--- src/rtl/cpu_pkg.sv ---
// Shared CPU types and constants for the fetch stage and its neighbours.
// Contents: pc_t / instr_t word types, the bubble instruction, the default
// reset vector and the sequential PC increment.
package cpu_pkg;

    typedef logic [31:0] pc_t;
    typedef logic [31:0] instr_t;

    // sll $0,$0,0
    localparam instr_t NOP_INSTR        = 32'h0000_0000;
    localparam pc_t    DEFAULT_RESET_PC = 32'h0000_0000;
    localparam pc_t    PC_STEP          = 32'd4;

endpackage

--- src/rtl/if_stage_if.sv ---
// Instruction-memory fetch bus between the IF stage and instruction memory.
//   imem_addr  : fetch address (driven by the fetch stage, combinational)
//   imem_rdata : instruction word at imem_addr
//   imem_ready : imem_rdata is valid this cycle
// master = fetch stage, slave = instruction memory.
interface if_stage_if;
    import cpu_pkg::*;

    pc_t    imem_addr;
    instr_t imem_rdata;
    logic   imem_ready;

    modport master (output imem_addr, input imem_rdata, input imem_ready);
    modport slave  (input imem_addr, output imem_rdata, output imem_ready);

endinterface

--- src/rtl/if_stage_ifid_reg.sv ---
// IF/ID pipeline register: instruction word, its PC+4 and a valid bit.
// Ports:
//   clk, rst_n      : clock, asynchronous active-low reset
//   flush           : load a bubble (dominates everything)
//   hold            : keep current contents
//   load            : capture instr_in / pc_plus4_in as a valid instruction
//   instr_in        : incoming instruction word
//   pc_plus4_in     : incoming PC+4
//   instr, pc_plus4, valid : registered outputs
// With none of flush/hold/load asserted the register takes a bubble.
module ifid_reg
    import cpu_pkg::*;
#(
    parameter instr_t NOP_INSTR = cpu_pkg::NOP_INSTR
) (
    input  logic   clk,
    input  logic   rst_n,
    input  logic   flush,
    input  logic   hold,
    input  logic   load,
    input  instr_t instr_in,
    input  pc_t    pc_plus4_in,
    output instr_t instr,
    output pc_t    pc_plus4,
    output logic   valid
);

    instr_t instr_q,    instr_d;
    pc_t    pc_plus4_q, pc_plus4_d;
    logic   valid_q,    valid_d;

    always_comb begin
        instr_d    = NOP_INSTR;
        pc_plus4_d = '0;
        valid_d    = 1'b0;
        if (flush) begin
            instr_d    = NOP_INSTR;
            pc_plus4_d = '0;
            valid_d    = 1'b0;
        end else if (hold) begin
            instr_d    = instr_q;
            pc_plus4_d = pc_plus4_q;
            valid_d    = valid_q;
        end else if (load) begin
            instr_d    = instr_in;
            pc_plus4_d = pc_plus4_in;
            valid_d    = 1'b1;
        end
    end

    always_ff @(posedge clk or negedge rst_n) begin
        if (!rst_n) begin
            instr_q    <= NOP_INSTR;
            pc_plus4_q <= '0;
            valid_q    <= 1'b0;
        end else begin
            instr_q    <= instr_d;
            pc_plus4_q <= pc_plus4_d;
            valid_q    <= valid_d;
        end
    end

    assign instr    = instr_q;
    assign pc_plus4 = pc_plus4_q;
    assign valid    = valid_q;

endmodule

--- src/rtl/if_stage.sv ---
// Instruction-fetch stage of the 5-stage MIPS pipeline: owns the PC and the
// IF/ID register.
// Ports:
//   clk, rst_n        : clock, asynchronous active-low reset
//   imem (master)     : imem_addr = pc (combinational), imem_rdata, imem_ready
//   stall             : hold PC and IF/ID (load-use hazard)
//   redirect_valid    : control transfer resolved this cycle
//   redirect_target   : new PC (low two bits ignored)
//   pc                : current fetch PC
//   ifid_instr        : registered instruction to decode
//   ifid_pc_plus4     : registered PC+4 of ifid_instr
//   ifid_valid        : ifid_instr is real, not a bubble
// Optional (macro IF_PERF_CNT_EN): perf_fetch_cnt, perf_stall_cnt,
// perf_flush_cnt, 32-bit saturating event counters.
// Edge priority: redirect > stall > !imem_ready > sequential fetch.
module if_stage
    import cpu_pkg::*;
#(
    parameter pc_t    RESET_PC  = DEFAULT_RESET_PC,
    parameter instr_t NOP_INSTR = cpu_pkg::NOP_INSTR
) (
    input  logic              clk,
    input  logic              rst_n,
    if_stage_if.master        imem,
    input  logic              stall,
    input  logic              redirect_valid,
    input  pc_t               redirect_target,
    output pc_t               pc,
    output instr_t            ifid_instr,
    output pc_t               ifid_pc_plus4,
    output logic              ifid_valid
`ifdef IF_PERF_CNT_EN
    ,
    output logic [31:0]       perf_fetch_cnt,
    output logic [31:0]       perf_stall_cnt,
    output logic [31:0]       perf_flush_cnt
`endif
);

    pc_t  pc_q, pc_d;
    pc_t  pc_plus4;
    logic unused_tgt_bits;

    // Word alignment: the byte offset of a redirect target is dropped.
    assign unused_tgt_bits = ^redirect_target[1:0];

    assign pc_plus4       = pc_q + PC_STEP;
    assign imem.imem_addr = pc_q;
    assign pc             = pc_q;

    always_comb begin
        pc_d = pc_q;
        if (redirect_valid) begin
            pc_d = {redirect_target[31:2], 2'b00};
        end else if (!stall && imem.imem_ready) begin
            pc_d = pc_plus4;
        end
    end

    always_ff @(posedge clk or negedge rst_n) begin
        if (!rst_n) begin
            pc_q <= RESET_PC;
        end else begin
            pc_q <= pc_d;
        end
    end

    // A redirect discards the wrong-path word regardless of stall/ready;
    // a missing imem response falls through to the bubble default.
    ifid_reg #(
        .NOP_INSTR (NOP_INSTR)
    ) u_ifid_reg (
        .clk         (clk),
        .rst_n       (rst_n),
        .flush       (redirect_valid),
        .hold        (stall),
        .load        (imem.imem_ready),
        .instr_in    (imem.imem_rdata),
        .pc_plus4_in (pc_plus4),
        .instr       (ifid_instr),
        .pc_plus4    (ifid_pc_plus4),
        .valid       (ifid_valid)
    );

`ifdef IF_PERF_CNT_EN
    logic [31:0] perf_fetch_q, perf_fetch_d;
    logic [31:0] perf_stall_q, perf_stall_d;
    logic [31:0] perf_flush_q, perf_flush_d;

    always_comb begin
        perf_fetch_d = perf_fetch_q;
        perf_stall_d = perf_stall_q;
        perf_flush_d = perf_flush_q;
        if (redirect_valid) begin
            if (perf_flush_q != '1) perf_flush_d = perf_flush_q + 32'd1;
        end else if (stall || !imem.imem_ready) begin
            if (perf_stall_q != '1) perf_stall_d = perf_stall_q + 32'd1;
        end else begin
            if (perf_fetch_q != '1) perf_fetch_d = perf_fetch_q + 32'd1;
        end
    end

    always_ff @(posedge clk or negedge rst_n) begin
        if (!rst_n) begin
            perf_fetch_q <= '0;
            perf_stall_q <= '0;
            perf_flush_q <= '0;
        end else begin
            perf_fetch_q <= perf_fetch_d;
            perf_stall_q <= perf_stall_d;
            perf_flush_q <= perf_flush_d;
        end
    end

    assign perf_fetch_cnt = perf_fetch_q;
    assign perf_stall_cnt = perf_stall_q;
    assign perf_flush_cnt = perf_flush_q;
`endif

endmodule

--- src/flat_wrapper.sv ---
// flat-port wrapper written by rule: the top's interface ports become plain ports
module if_stage_flat import cpu_pkg::*;
#(
    parameter pc_t    RESET_PC  = DEFAULT_RESET_PC,
    parameter instr_t NOP_INSTR = cpu_pkg::NOP_INSTR
)
  (clk, rst_n, stall, redirect_valid, redirect_target, pc, ifid_instr, ifid_pc_plus4, ifid_valid, imem_imem_addr, imem_imem_rdata, imem_imem_ready);
  if_stage_if imem_i ();
  input  logic clk;
  input  logic rst_n;
  input  logic stall;
  input  logic redirect_valid;
  input  pc_t redirect_target;
  output pc_t pc;
  output instr_t ifid_instr;
  output pc_t ifid_pc_plus4;
  output logic ifid_valid;
  output wire logic [$bits(imem_i.imem_addr)-1:0] imem_imem_addr;
  input wire logic [$bits(imem_i.imem_rdata)-1:0] imem_imem_rdata;
  input wire logic [$bits(imem_i.imem_ready)-1:0] imem_imem_ready;
  assign imem_imem_addr = imem_i.imem_addr;
  assign imem_i.imem_rdata = imem_imem_rdata;
  assign imem_i.imem_ready = imem_imem_ready;
  if_stage #(.RESET_PC(RESET_PC), .NOP_INSTR(NOP_INSTR)) u_core (.clk(clk), .rst_n(rst_n), .imem(imem_i), .stall(stall), .redirect_valid(redirect_valid), .redirect_target(redirect_target), .pc(pc), .ifid_instr(ifid_instr), .ifid_pc_plus4(ifid_pc_plus4), .ifid_valid(ifid_valid));
endmodule
--- config.mk ---
export PLATFORM = sky130hd
export DESIGN_NAME = if_stage_flat
export DESIGN_NICKNAME = d
export VERILOG_FILES = /design/src/rtl/cpu_pkg.sv /design/src/rtl/if_stage_if.sv /design/src/rtl/if_stage_ifid_reg.sv /design/src/rtl/if_stage.sv /design/src/flat_wrapper.sv
export SDC_FILE = /design/constraint.sdc
export NUM_CORES = 1
export LEC_CHECK = 0
export CAP_MARGIN = 20
export CORE_MARGIN = 2
export CORE_UTILIZATION = 35
export DETAILED_ROUTE_END_ITERATION = 8
export GPL_TIMING_DRIVEN = 0
export MAX_ROUTING_LAYER = met4
export PLACE_DENSITY = 0.66
export SLEW_MARGIN = 0
export SYNTH_ARGS = -nofsm -noshare
export SYNTH_HDL_FRONTEND = slang
export SYNTH_SLANG_ARGS = --single-unit
--- constraint.sdc ---
create_clock -name clk -period 4.55 [get_ports clk]
set_input_delay 0.91 -clock clk [delete_from_list [all_inputs] [get_ports clk]]
set_output_delay 0.91 -clock clk [all_outputs]
set_load 0.005 [all_outputs]
== Yosys cells after proc, flatten, opt, wreduce, memory -nomap -nowiden ==
Index checks and enable logic that the tools add are counted.
Cells by class
  multiplexer cells: 11
  reduce and logical (&&, ||, !) cells: 3
  add/subtract/negate cells: 1
  eq/ne operators: 1
Operator list (number)
  $mux W32: 8
  $add A32 B3 Y32 const B: 1
  $mux W1: 3
  $ne A2 B1 Y1 const B: 1
  $reduce_bool A2 Y1: 1
  $logic_and A1 B1 Y1: 1
  $logic_not A1 Y1: 1
Word-level totals
  bits in registers: 97
  logic and storage cells: 20
  output and inout bits: 129
  bits of input ports: 69

== Longest topological paths before layout ==
  depth in word-level cells: 4
  depth in mapped cells: 6
  mapped depth without buffers: 5

== Modules after synthesis ==
From an unflattened synthesis, not the netlist that was laid out.
Second synthesis, totals
  cells, all modules: 465
  area total of the unflattened synthesis: 5023.6 µm²
By module, submodules not included
  if_stage: cells an instance 311, area an instance 2552.4 µm², times used 1, sequential area each 750.7 µm²
  ifid_reg: cells an instance 154, area an instance 2471.1 µm², times used 1, sequential area each 1626.6 µm²

== Worst setup path before layout ==
No wires, ideal clock.
  path type: in2reg
  start: input port redirect_valid
  end: register u_core.u_ifid_reg.pc_plus4_q[28] (netlist: u_core.u_ifid_reg.pc_plus4[28])
  arrival: 2151 ps
  required time: 4481 ps
  stages: 4
  buffers on the path: 1
  setup slack: 2330 ps
  setup time: 69 ps
  cell sequence: or3b_2 -> clkbuf_1 -> or4_1 -> nand3_1
Between the ends
  cells in the longest elaborated chain, start to end: 1
  elaborated cells on any way between the ends: 2
  classes of those cells: eq/ne (1); mux (1)
RTL lines
  start, declared: line flat_wrapper.sv:12  | input logic redirect_valid;
  $ne A2 B1 Y1 (no source line) or $mux W32 (tied branches)
  end signal, assigned: line if_stage_ifid_reg.sv:58  | pc_plus4_q <= pc_plus4_d;
  end, declared: line if_stage_ifid_reg.sv:29  | pc_t pc_plus4_q, pc_plus4_d;
Several ways; a longest one is shown, not always the timed one.
A chain may end at the register's enable or synchronous reset.

== Worst setup path in the final report ==
  start: input port redirect_valid
  end: register u_core.u_ifid_reg.pc_plus4_q[23] (netlist: u_core.u_ifid_reg.pc_plus4[23])
Same word-level chain as after synthesis.

==> impl_metrics.toml <==
[synthesis]
syn_inst = 507
yosysWarnings = 0
async_reset_ff_frac = 1.00
synthTopCellsByCount = "dfrtp_1 (94), nand2_1 (55), buf_4 (39)"
yosys.area.top_type = "dfrtp_1"
synth_seq_area_share = 0.478
synth.most_common_cell = "dfrtp_1"
ys_types = 51
synth_area_per_cell_um2 = 9.70
synth_area_mm2 = 0.00492
synth_edf_count = 0
synth_area_leaders = "dfrtp_1 (48%), buf_4 (6.0%), a22o_1 (5.9%)"
synth_top_area_frac = 0.478
yosys_register_bits = 94
synthFlopType = "dfrtp_1"

[critical_path]
critPathMaxFanout = 10
cpMostUsedCell = "clkbuf_1"
startpoint_type = "input port"
critPathArrivalTime_ns = 3.20
slowest_stage = "clkdlybuf4s50_1"
cp_data_required_time_ns = 4.77
cp_cell_sequence = "clkdlybuf4s50_1 > or3b_2 > clkbuf_1 > clkbuf_1 > nor2_1 > a221o_1"
crit_type = "in2reg"
cp.buffers_inverters = 3
cpPeakStageDelay_ns = 0.64
critPathCaptureType = "register"
cp_top_family = "buffers and inverters"

[floorplan]
placementRows = 43
dieArea_mm2 = 0.0150
start_util = 0.356
die_x_um = 123
coreArea_mm2 = 0.0138
die_h_um = 123
io_pins = 198

[route]
route.detailed.drc = 0
via_count = 4762
wl_met3_um = 862
dr.first_iter.drc_count = 355
wl_per_cell_um = 17.7
routed_via_density = 5.30
topRoutingLayerUsed = "met4"
wl_met2_um = 7840
routedLengthMet1_um = 6960
routed_wl_um = 15900
drt.antenna.violating_nets = 0
drt-pass1-iter-count = 5

[sta]
min_period_over_period = 0.654
fmax_mhz = 336
tightest_slew_ns = 0.893
hold_viol = 0
setup_viol = 0
postLayoutSetupSlackWorst_ns = 1.57
rsz0062_at_grt = "no"
slew_headroom = 0.399
drv_slew = 0
tns_ns = 0
fin_skew_ns = 0.00404
period_needed_ns = 2.98

[finish]
multi_input_area_mm2 = 0.00212
diodes = 0
nNetsFinal = 783
nFillCells = 1244
final-seq-area_mm2 = 0.00235
drive_above_1_share = 0.100
area_growth_pct = 51.0

[clock_network]
cts-buffers-inserted = 9
cts_sinks = 94
clkSlewWorstSetupHoldPaths_ns = 0.06
clkLatencyLatePin_ns = 0.34
cts_root_buf = "clkbuf_16"
hold_buffers = 0
post-cts-setup-buffers = 0
clock_path_buffers = 2
cts_max_level = 3
cts_tree = "yes"
post_cts_resized = 0

[global_route]
antenna_found_initial = 0
grt_pass1_vias = 4558
grt_max_degree = 53
overflow = 0
grt_pass1_wl_um = 24400
grtUsageTotal = 0.218

[placed_design]
dpl.hpwl_um = 12000
gp_congestion = 0.876
port_buffers = 191
preCtsSetupSlack_ns = 1.24

[min_path]
holdCritPathClass = "reg2reg"

[run]
drv_cap = 0

[run_status]
outcome = "complete, no violations"

[power_and_ir_drop]
ir_drop_uv = 167
p_leak_nw = 2.99
powerDensity_mw_per_mm2 = 304
[placed cells by master (no fill, tap or decap), types with 4 or more instances in the layout]
master / n
o21ai_0: 33
nor3_1: 10
conb_1: 4
nor2b_1: 7
clkbuf_1: 28
buf_4: 40
o211ai_1: 6
or3_1: 6
nand3_1: 23
clkdlybuf4s50_1: 190
a31oi_1: 11
a22o_1: 33
a221o_1: 4
nand2_1: 55
clkbuf_16: 9
and4_1: 5
nand4_1: 15
a22oi_1: 4
inv_1: 5
nor2_1: 26
or4_1: 18
nor4_1: 9
buf_2: 5
xor2_1: 4
dfrtp_1: 94
xnor2_1: 22
o31ai_1: 4
[routing by layer]
metal	vias to the layer above	track usage
met4	0	0.0697
met2	168	0.353
met5	-	-
met3	21	0.0293
li1	2245	-
met1	2328	0.285
[cells by family (layout without fill, tap and decap cells)]
logic type                 after synthesis  after routing  share of synthesized area
AOI/OAI and AO/OA                      109            109                      0.161
xor gates and xnor gates                26             26                     0.0463
adders and majority gates                1              1                    0.00254
buffers and inverters                   78            286                     0.0921
DFF                                     94             94                      0.478
muxes                                    2              2                    0.00407
other                                    1              4                   0.000763
and+or+nand+nor                        196            196                      0.215
[metrics by stage]
| stage | power, mW | instances | util | hold WS (ns) | instance area [um2] |
|---|---|---|---|---|---|
| 6_report | 2.26 | 898 | 0.537 | 0.481 | 7420 |
| 5_1_grt | 2.36 | 898 | 0.537 | 0.500 | 7420 |
| 4_1_cts | 2.28 | 898 | 0.537 | 0.484 | 7420 |
| 3_5_place_dp | 1.44 | 882 | 0.513 | 0.470 | 7090 |
| 3_3_place_gp | 1.43 | 881 | 0.511 | 0.466 | 7070 |
| 2_1_floorplan | 1.14 | 510 | - | 0.471 | 4930 |
[worst register-to-register path, stage by stage (launching register included)]
cell and delay, ns:
dfrtp_1 0.49, ha_1 0.28, nand3_1 0.30, nor4_1 0.77, or4bb_1 0.45, a31oi_1 0.17
[where the power goes]
group	switching, mW	internal [mW]
Clock	0.326	0.512
Sequential	0.0676	0.885
Combinational	0.185	0.280
[state kept, by name, indices dropped and copies added (netlist names)]
signal                      flops
u_core.u_ifid_reg.instr        32
u_core.u_ifid_reg.valid         1
u_core.u_ifid_reg.pc_plus4     31
u_core.imem.imem_addr          30
[final timing paths]
| kind | start | to | slack [ns] | cells past startpoint |
|---|---|---|---|---|
| max in group asynchronous | rst_n | u_core.u_ifid_reg.instr[5] | 3.31 | 2 |
| min | u_core.u_ifid_reg.pc_plus4[24] | u_core.u_ifid_reg.pc_plus4[24] | 0.48 | 2 |
| min in group asynchronous | rst_n | u_core.u_ifid_reg.instr[6] | 0.56 | 1 |
| max reg2reg | u_core.imem.imem_addr[2] | u_core.imem.imem_addr[26] | 2.02 | 5 |
| max | redirect_valid | u_core.u_ifid_reg.pc_plus4[23] | 1.57 | 6 |
| min reg2reg | u_core.u_ifid_reg.pc_plus4[24] | u_core.u_ifid_reg.pc_plus4[24] | 0.48 | 2 |
[layout make-up]
cell class,count,share of cell area
Multi-Input combinational cell,338,0.286
Clock inverter,5,0.0110
Tap cell,180,0.0303
Inverter,5,0.00253
Buffer,73,0.0585
Timing Repair Buffer,192,0.261
Clock buffer,11,0.0340
Sequential cell,94,0.317
Note: power is estimated with default switching activity, not from simulation.
